[src/rtl/rectify.sv]
// rectify: saturating-ReLU activation stage with a gated error return path.
// Forward pass clamps a signed Q8.8 sum into an unsigned Q0.8 activation and
// remembers whether the sum fell inside the linear region. The backward pass
// forwards the downstream error only when that region flag is set.
module rectify (
    input  logic        clock,
    input  logic        reset,
    input  logic        train,
    input  logic        arg_valid,
    input  logic [15:0] arg_data,
    output logic        arg_ready,
    output logic        res_valid,
    output logic [7:0]  res_data,
    input  logic        res_ready,
    input  logic        err_valid,
    input  logic [15:0] err_data,
    output logic        err_ready,
    output logic        fbk_valid,
    output logic [15:0] fbk_data,
    input  logic        fbk_ready
);

    typedef enum logic [1:0] {
        ARG = 2'd0,
        RES = 2'd1,
        ERR = 2'd2,
        FBK = 2'd3
    } state_t;

    state_t      state_q, state_d;
    logic [7:0]  resData_q, resData_d;
    logic        slope_q, slope_d;
    logic [15:0] fbkData_q, fbkData_d;

    logic        sumNonPositive;
    logic        sumAboveRange;

    // The sum is non-positive when its sign bit is set or it is exactly zero;
    // it overflows the 8-bit activation when positive with any integer bit
    // above bit 7 set.
    always_comb begin
        sumNonPositive = arg_data[15] || (arg_data == 16'h0000);
        sumAboveRange  = !arg_data[15] && (|arg_data[14:8]);
    end

    // Next-state and data-register updates: each state waits for its own
    // handshake only, so stray valids in other states are ignored.
    always_comb begin
        state_d   = state_q;
        resData_d = resData_q;
        slope_d   = slope_q;
        fbkData_d = fbkData_q;
        case (state_q)
            ARG: begin
                if (arg_valid) begin
                    if (sumNonPositive) begin
                        resData_d = 8'h00;
                        slope_d   = 1'b0;
                    end else if (sumAboveRange) begin
                        resData_d = 8'hFF;
                        slope_d   = 1'b0;
                    end else begin
                        resData_d = arg_data[7:0];
                        slope_d   = 1'b1;
                    end
                    state_d = RES;
                end
            end
            RES: begin
                if (res_ready) begin
                    state_d = train ? ERR : ARG;
                end
            end
            ERR: begin
                if (err_valid) begin
                    fbkData_d = slope_q ? err_data : 16'h0000;
                    state_d   = FBK;
                end
            end
            FBK: begin
                if (fbk_ready) begin
                    state_d = ARG;
                end
            end
            default: begin
                state_d = ARG;
            end
        endcase
    end

    // State and data registers; reset wins over any handshake in the same cycle.
    always_ff @(posedge clock) begin
        if (reset) begin
            state_q   <= ARG;
            resData_q <= 8'h00;
            slope_q   <= 1'b0;
            fbkData_q <= 16'h0000;
        end else begin
            state_q   <= state_d;
            resData_q <= resData_d;
            slope_q   <= slope_d;
            fbkData_q <= fbkData_d;
        end
    end

    // Handshake flags decode straight from the registered state, so the
    // valids are glitch-free and the readies never depend on input valids.
    always_comb begin
        arg_ready = (state_q == ARG);
        res_valid = (state_q == RES);
        err_ready = (state_q == ERR);
        fbk_valid = (state_q == FBK);
        res_data  = resData_q;
        fbk_data  = fbkData_q;
    end

endmodule
[config.mk]
export PLATFORM = sky130hd
export DESIGN_NAME = rectify
export DESIGN_NICKNAME = d
export VERILOG_FILES = /design/src/rtl/rectify.sv
export SDC_FILE = /design/constraint.sdc
export NUM_CORES = 1
export LEC_CHECK = 0
export CAP_MARGIN = 5
export CORE_ASPECT_RATIO = 1.5
export CORE_MARGIN = 8
export CORE_UTILIZATION = 37
export DETAILED_ROUTE_END_ITERATION = 8
export MAX_ROUTING_LAYER = met4
export PLACE_DENSITY_LB_ADDON = 0.12
export SYNTH_ARGS = -nofsm -noshare
export SYNTH_HDL_FRONTEND = slang
export SYNTH_SLANG_ARGS = --single-unit
[constraint.sdc]
create_clock -name clock -period 1.9 [get_ports clock]
set_input_delay 0.19 -clock clock [delete_from_list [all_inputs] [get_ports clock]]
set_output_delay 0.19 -clock clock [all_outputs]
set_load 0.005 [all_outputs]
Word-level counts from Yosys, hierarchy flattened
Cells that the tools add are included. W data, S select, Z words.

Flip-flop bits (word level): 27. Latch bits: 0. Bits in read-only memories: 0. Word-level logic and storage cells: 31. Memories: 0. Memory bits (writable): 0. Output and inout port bits: 28.

Muxes and demuxes: 11. Bitwise logic cells: 0. $mul: 0. $lt $le $gt $ge: 0. Div/mod/pow operators: 0. Reductions and logical operators: 9. Add/sub/neg operators: 0. Shift operators: 0. Equal/unequal tests: 7.

Operator list (number): $logic_not A16 Y1 (1); $mux W16 (1); $mux W8 (2); $mux W2 (5); $pmux W2 S4 (1); $reduce_or A7 Y1 (1); $eq A2 B2 Y1 const B (2); $ne A2 B1 Y1 const B (2); $ne A2 B2 Y1 const B (2); $reduce_and A2 Y1 (2); $reduce_and A4 Y1 (1); $eq A2 B1 Y1 const B (1); $logic_not A2 Y1 (1); $mux W1 (2); $logic_and A1 B1 Y1 (1); $logic_not A1 Y1 (1); $logic_or A1 B1 Y1 (1).

Logic depth before layout (Yosys ltp)
Gate-level depths: netlist (run 1).

Depth in word-level cells: 4. Mapped depth: 6. Depth with buffers taken out: 4.

Worst setup path after synthesis (run 1)
Ideal clock, no wire load.

Path kind: flip-flop to flip-flop. Start: register with a tool-made name. End: register resData_q[6] (netlist: res_data[6]). Required time: 1.814 ns. Buffers on the path: 1. Library setup time: 0.086 ns. Slack: 0.488 ns. Arrival time: 1.325 ns. Period minus slack after synthesis: 1.412 ns. Stages on the path, launching flop included: 6. Path through: dfxtp_1 nor2_4 nand2_4 or3b_1 buf_6 a221oi_2.

RTL lines: to (signal assigned) (RTL line 100) `resData_q <= resData_d;`; to (decl) (RTL line 31) `logic [7:0] resData_q, resData_d;`.

==> flow_summary.yaml, run 1 <==
run_status:
  run_status: "completed"
cts:
  cts-resized-gates: 0
  tritoncts: "built"
  cts_buffers: 3
  post_cts_hold_buffer_count: 0
  cts_htree_levels: 1
  cts_max_path_buffers: 2
  clockRootBuffer: "sky130_fd_sc_hd__clkbuf_8"
  clkTransAtPathRegs_ps: 90
  source_to_sink_clock_delay_at_the_later_pin_of_the_worst_skew_pair_ps: 260
  clock-sinks: 27
  cts.repair_timing.setup_buffer_count: 0
die:
  chipWidth_um: 62.1
  pin_count: 67
  die_area_um2: 5290
  core-area_um2: 3100
  start_util_pct: 38.1
  die-height_um: 85.2
  core.rowCount: 25
setup_path:
  critPathLaunchType: "flip-flop"
  cp-end-kind: "output pin"
  critical_path_class: "reg2out"
  cp_max_fo: 7
  crit_required_ps: 1710
  cp_data_arrival_time_ps: 1510
synthesis:
  yosys_register_bits: 27
  post_synth_instance_area_um2: 1180
  sequential_cell_area_fraction_in_the_yosys_report_pct: 45.8
  mappedNetlistNets: 174
  yosys_warnings: 0
  postSynthCellCount: 135
  postSynthAreaPerCell_um2: 8.74
  yosys.cell_types.count: 28
grt:
  pin_count_of_the_biggest_net_entering_global_routing: 18
  track_usage_pct: 14.1
  gr-total-overflow: 0
  antenna_found_initial: 0
  vias_in_the_first_global_route: 1387
  grt_pass1_wl_um: 6150
final_layout:
  final_cells: 239
  area.sequential_um2: 541
  fillCellCount: 276
  synthToLayoutAreaGrowth_pct: 63.1
  finish.net_count: 239
  post_route_cells_drive_above_1_share_pct: 9.55
  insertedDiodeCount: 0
  multi_input_area_um2: 574
sta:
  slew_headroom_pct: 62.1
  setup-violations-final: 0
  max_freq_mhz: 587
  max_slew_violation_count: 0
  final-hold-violation-count: 0
  worst_clock_skew_ps: 1.78
  setup-tns-final_ps: 0
  grt_setup_unrepaired: "false"
  layout_worst_path_cycle_share_pct: 89.7
  worst_slew_pin_slew_ps: 568
  hold_ws_ps: 457
  layout_min_cycle_time_ps: 1700
detailed_routing:
  drt_iter0_markers: 40
  via_per_inst: 5.10
  drc_errors: 0
  route.detailed.wl_per_inst_um: 15.3
  antenna_left: 0
  vias: 1220
  routed_wirelength_um: 3650
  initial_drt_pass_iterations: 4
placed_design:
  io_buffer_count: 66
  gp_routability_congestion: 0.722
  hpwlAfterDp_um: 2870
  dp.cells: 235
power:
  vdd_ir_drop_max_mv: 0.418
  power_density_over_the_cells_nw_per_um2: 581
  leakagePower_nw: 0.635
worst_hold_path:
  hold_path.class: "reg2reg"
flow_run:
  drv.max_cap_violation_count: 0
## logic make-up (layout without fill, tap and decap cells)
logic type / Yosys count / count (layout) / share of synthesized area, %
buf+inv: 12 / 76 / 5.51
mux: 1 / 1 / 0.848
flops: 27 / 27 / 45.8
compound gates: 36 / 36 / 23.2
simple gates: 59 / 59 / 24.6
## sequential cells by signal, summed over array words and instances (netlist names), named ones only
name / count
res_data: 8
state_q: 1
slope_q: 1
fbk_data: 16
## power breakdown
group | total, mW | internal, mW | switching (mW)
Clock | 0.322 | 0.150 | 0.172
Combinational | 0.205 | 0.128 | 0.0777
Sequential | 0.590 | 0.577 | 0.0128
Total | 1.12 | 0.855 | 0.262
## cell type report
cell class,instances,share of cell area (%)
Tap cell,40,2.60
Multi-Input combinational cell,96,29.8
Inverter,1,0.195
Timing Repair Buffer,71,36.9
Sequential cell,27,28.1
Clock buffer,4,2.34
## through the flow
stage / setup WS [ps] / util (%) / power [mW] / cell area [um2]
2_1_floorplan: 488 / - / 0.677 / 1180
4_1_cts: 169 / 62.1 / 1.13 / 1920
6_report: 196 / 62.1 / 1.12 / 1920
5_1_grt: 50.7 / 62.1 / 1.17 / 1920
3_5_place_dp: 178 / 60.7 / 0.811 / 1880
3_3_place_gp: 191 / 60.7 / 0.805 / 1880
## worst max-delay path, stage by stage (launching register included)
cell,delay (ps)
sky130_fd_sc_hd__dfxtp_1,480
sky130_fd_sc_hd__nor2b_1,240
sky130_fd_sc_hd__clkdlybuf4s50_1,530
## synth_stat cells
cell | instances | share of area [%]
sky130_fd_sc_hd__nand3b_1 | 1 | 0.64
sky130_fd_sc_hd__a21oi_1 | 24 | 10
sky130_fd_sc_hd__a32oi_1 | 1 | 0.74
sky130_fd_sc_hd__a221oi_2 | 8 | 10
sky130_fd_sc_hd__and2b_1 | 1 | 0.64
sky130_fd_sc_hd__nor2_4 | 1 | 0.95
sky130_fd_sc_hd__dfxtp_1 | 27 | 46
sky130_fd_sc_hd__clkbuf_1 | 6 | 1.9
sky130_fd_sc_hd__nand2_4 | 1 | 0.95
sky130_fd_sc_hd__a211oi_1 | 1 | 0.64
sky130_fd_sc_hd__o31ai_2 | 1 | 1.1
sky130_fd_sc_hd__nand4_1 | 1 | 0.53
sky130_fd_sc_hd__buf_1 | 1 | 0.32
sky130_fd_sc_hd__nand3_1 | 16 | 6.8
sky130_fd_sc_hd__nor4_1 | 3 | 1.6
sky130_fd_sc_hd__buf_4 | 1 | 0.64
sky130_fd_sc_hd__nor2_1 | 2 | 0.64
sky130_fd_sc_hd__mux2i_1 | 1 | 0.85
sky130_fd_sc_hd__buf_2 | 1 | 0.42
sky130_fd_sc_hd__nor2b_1 | 1 | 0.53
sky130_fd_sc_hd__buf_6 | 2 | 1.9
sky130_fd_sc_hd__nand2b_1 | 1 | 0.53
sky130_fd_sc_hd__and2_1 | 2 | 1.1
sky130_fd_sc_hd__inv_1 | 1 | 0.32
sky130_fd_sc_hd__or3b_1 | 1 | 0.74
sky130_fd_sc_hd__nand2_1 | 27 | 8.6
sky130_fd_sc_hd__o21ai_0 | 1 | 0.42
sky130_fd_sc_hd__nor3_1 | 1 | 0.42
## per-layer routing
layer	vias to the layer above	share of wire (%)	GRT usage, %
met5	-	0	-
li1	605	-	-
met2	43	52	26.3
met4	0	0.52	3.20
met1	570	43	14.3
met3	2	5.0	3.69
## path summary, 6_finish.rpt
path / from / endpoint / slack [ps] / cells after the start
worst max-delay path: flip-flop / err_ready / 200 / 2
worst min-delay path: fbk_data[3] / fbk_data[3] / 460 / 2
worst max register to register: flip-flop / fbk_data[1] / 270 / 4
worst min register to register: fbk_data[3] / fbk_data[3] / 460 / 2
## cell usage in the layout (no fill, tap or decap), types with 2 or more instances in the layout
master and count:
sky130_fd_sc_hd__clkbuf_8 3, sky130_fd_sc_hd__dfxtp_1 27, sky130_fd_sc_hd__a21oi_1 24, sky130_fd_sc_hd__buf_4 4
sky130_fd_sc_hd__a221oi_2 8, sky130_fd_sc_hd__nand2_1 27, sky130_fd_sc_hd__nor4_1 3, sky130_fd_sc_hd__nor2_1 2
sky130_fd_sc_hd__clkdlybuf4s50_1 66, sky130_fd_sc_hd__nand3_1 16, sky130_fd_sc_hd__and2_1 2
No activity file was read; power rests on OpenSTA's default activity.
==> run 2: changes to the inputs <==
--- a/config.mk
+++ b/config.mk
@@ -7,8 +7,8 @@
 export LEC_CHECK = 0
 export CAP_MARGIN = 5
 export CORE_ASPECT_RATIO = 1.5
-export CORE_MARGIN = 8
 export CORE_UTILIZATION = 37
+export CTS_CLUSTER_DIAMETER = 50
 export DETAILED_ROUTE_END_ITERATION = 8
 export MAX_ROUTING_LAYER = met4
 export PLACE_DENSITY_LB_ADDON = 0.12
==> run 2 against run 1 <==
Against the previous run: clock skew barely moved; total power rose by 0.72%; sequential cell count did not move; sequential share of layout area barely moved; cell count fell by 0.42%; clock power rose by 3%; core utilization rose by 2.7 points; worst hold slack barely moved; clock-buffer cell count fell by 1; combinational power barely moved; via count rose by 0.41%; largest power group unchanged.
==> flow_summary.yaml, run 2 (synthesis results as in run 1) <==
final_layout:
  most_common_cell_after_layout_fill_and_taps_aside: "sky130_fd_sc_hd__clkdlybuf4s50_1"
  most-common-layout-cells: "sky130_fd_sc_hd__clkdlybuf4s50_1, sky130_fd_sc_hd__nand2_1, sky130_fd_sc_hd__dfxtp_1, sky130_fd_sc_hd__a21oi_1, sky130_fd_sc_hd__nand3_1"
  area.sequential_um2: 541
  fillCellCount: 257
  multi_input_area_um2: 574
  flip_flop_count_of_the_largest_register_after_layout: 16
  finish.net_count: 239
  final_cells: 238
  post_route_cells_drive_above_1_share_pct: 10.1
  synthToLayoutAreaGrowth_pct: 63.3
  insertedDiodeCount: 0
grt:
  vias_in_the_first_global_route: 1207
  pin_count_of_the_biggest_net_entering_global_routing: 18
  gr-total-overflow: 0
  grt_pass1_wl_um: 5040
  antenna_found_initial: 0
  track_usage_pct: 20.4
detailed_routing:
  drc_errors: 0
  vias: 1225
  via_per_inst: 5.15
  drt_iter0_markers: 40
  initial_drt_pass_iterations: 4
  routed_wirelength_um: 3090
  antenna_left: 0
  route.detailed.wl_per_inst_um: 13.0
sta:
  worst_slew_pin_slew_ps: 553
  worst_clock_skew_ps: 1.93
  setup-tns-final_ps: 0
  layout_worst_path_cycle_share_pct: 90.7
  setup-violations-final: 0
  final-hold-violation-count: 0
  max_freq_mhz: 581
  max_slew_violation_count: 0
  grt_setup_unrepaired: "false"
  layout_min_cycle_time_ps: 1720
  slew_headroom_pct: 63.1
cts:
  cts_max_path_buffers: 2
  clock-sinks: 27
  clkTransAtPathRegs_ps: 90
  cts-resized-gates: 0
  source_to_sink_clock_delay_at_the_later_pin_of_the_worst_skew_pair_ps: 270
  cts.repair_timing.setup_buffer_count: 0
  cts_htree_levels: 1
  cts_buffers: 3
  post_cts_hold_buffer_count: 0
  clockRootBuffer: "sky130_fd_sc_hd__clkbuf_8"
  tritoncts: "built"
placed_design:
  gp_routability_congestion: 0.807
  hpwlAfterDp_um: 2430
  io_buffer_count: 66
  dp.cells: 234
worst_hold_path:
  hold_path.class: "reg2reg"
setup_path:
  cp_data_arrival_time_ps: 1530
  crit_required_ps: 1710
  cp-end-kind: "output pin"
  cp_max_fo: 7
  critPathLaunchType: "flip-flop"
  critical_path_class: "reg2out"
die:
  start_util_pct: 39.7
  pin_count: 67
  core.rowCount: 24
  core-area_um2: 2970
  die-height_um: 71.2
  die_area_um2: 3420
  chipWidth_um: 48.1
power:
  vdd_ir_drop_max_mv: 0.635
  power_density_over_the_cells_nw_per_um2: 584
  leakagePower_nw: 0.634
flow_run:
  drv.max_cap_violation_count: 0
run_status:
  run_status: "completed"
[run 2: changes by cell type in the layout (fill, tap and decap cells not counted), sizes merged]
cell,previous run,this run
clkbuf,4,3
clkinvlp,0,1
[run 2: report_power, final]
part           internal [mW]  switching, mW  total (mW)
combinational          0.128         0.0758       0.203
clock                  0.149          0.183       0.331
sequential             0.577         0.0131       0.590
total                  0.854          0.271        1.13
[run 2: layout make-up]
class / count / share of cell area, %
clock buffer: 3 / 2.14
clock inverter: 1 / 0.390
inverter: 1 / 0.195
multi-input combinational: 96 / 29.8
sequential: 27 / 28.1
tap: 39 / 2.53
timing repair buffer: 71 / 36.9
[run 2: routing by layer]
metal	GRT usage [%]	wire length [um]	vias to the layer above
li1	-	-	604
met1	23.5	1240	576
met2	33.8	1640	41
met3	3.83	174	4
met4	6.79	29	0
met5	-	0	-
[run 2: final timing paths]
check / end / startpoint / slack (ps) / cells past startpoint
setup / recovery: err_ready / flip-flop / 180 / 2
hold / removal: fbk_data[3] / fbk_data[3] / 460 / 2
setup reg to reg: fbk_data[7] / flip-flop / 280 / 4
hold reg to reg: fbk_data[3] / fbk_data[3] / 460 / 2
[run 2: worst max-delay path: stages, from the launching register on]
cell and delay (ps):
sky130_fd_sc_hd__dfxtp_1 480, sky130_fd_sc_hd__nor2b_1 240, sky130_fd_sc_hd__clkdlybuf4s50_1 540
[run 2: per-stage QoR]
stage	setup WS (ps)	cell area (um2)	util (%)	power [mW]	hold WS (ps)
floorplan	488	1180	-	0.677	356
global placement	200	1880	63.2	0.803	437
detailed placement	174	1880	63.2	0.807	445
CTS	164	1930	64.8	1.14	460
global route	68.1	1930	64.8	1.18	475
finish	178	1930	64.8	1.13	457
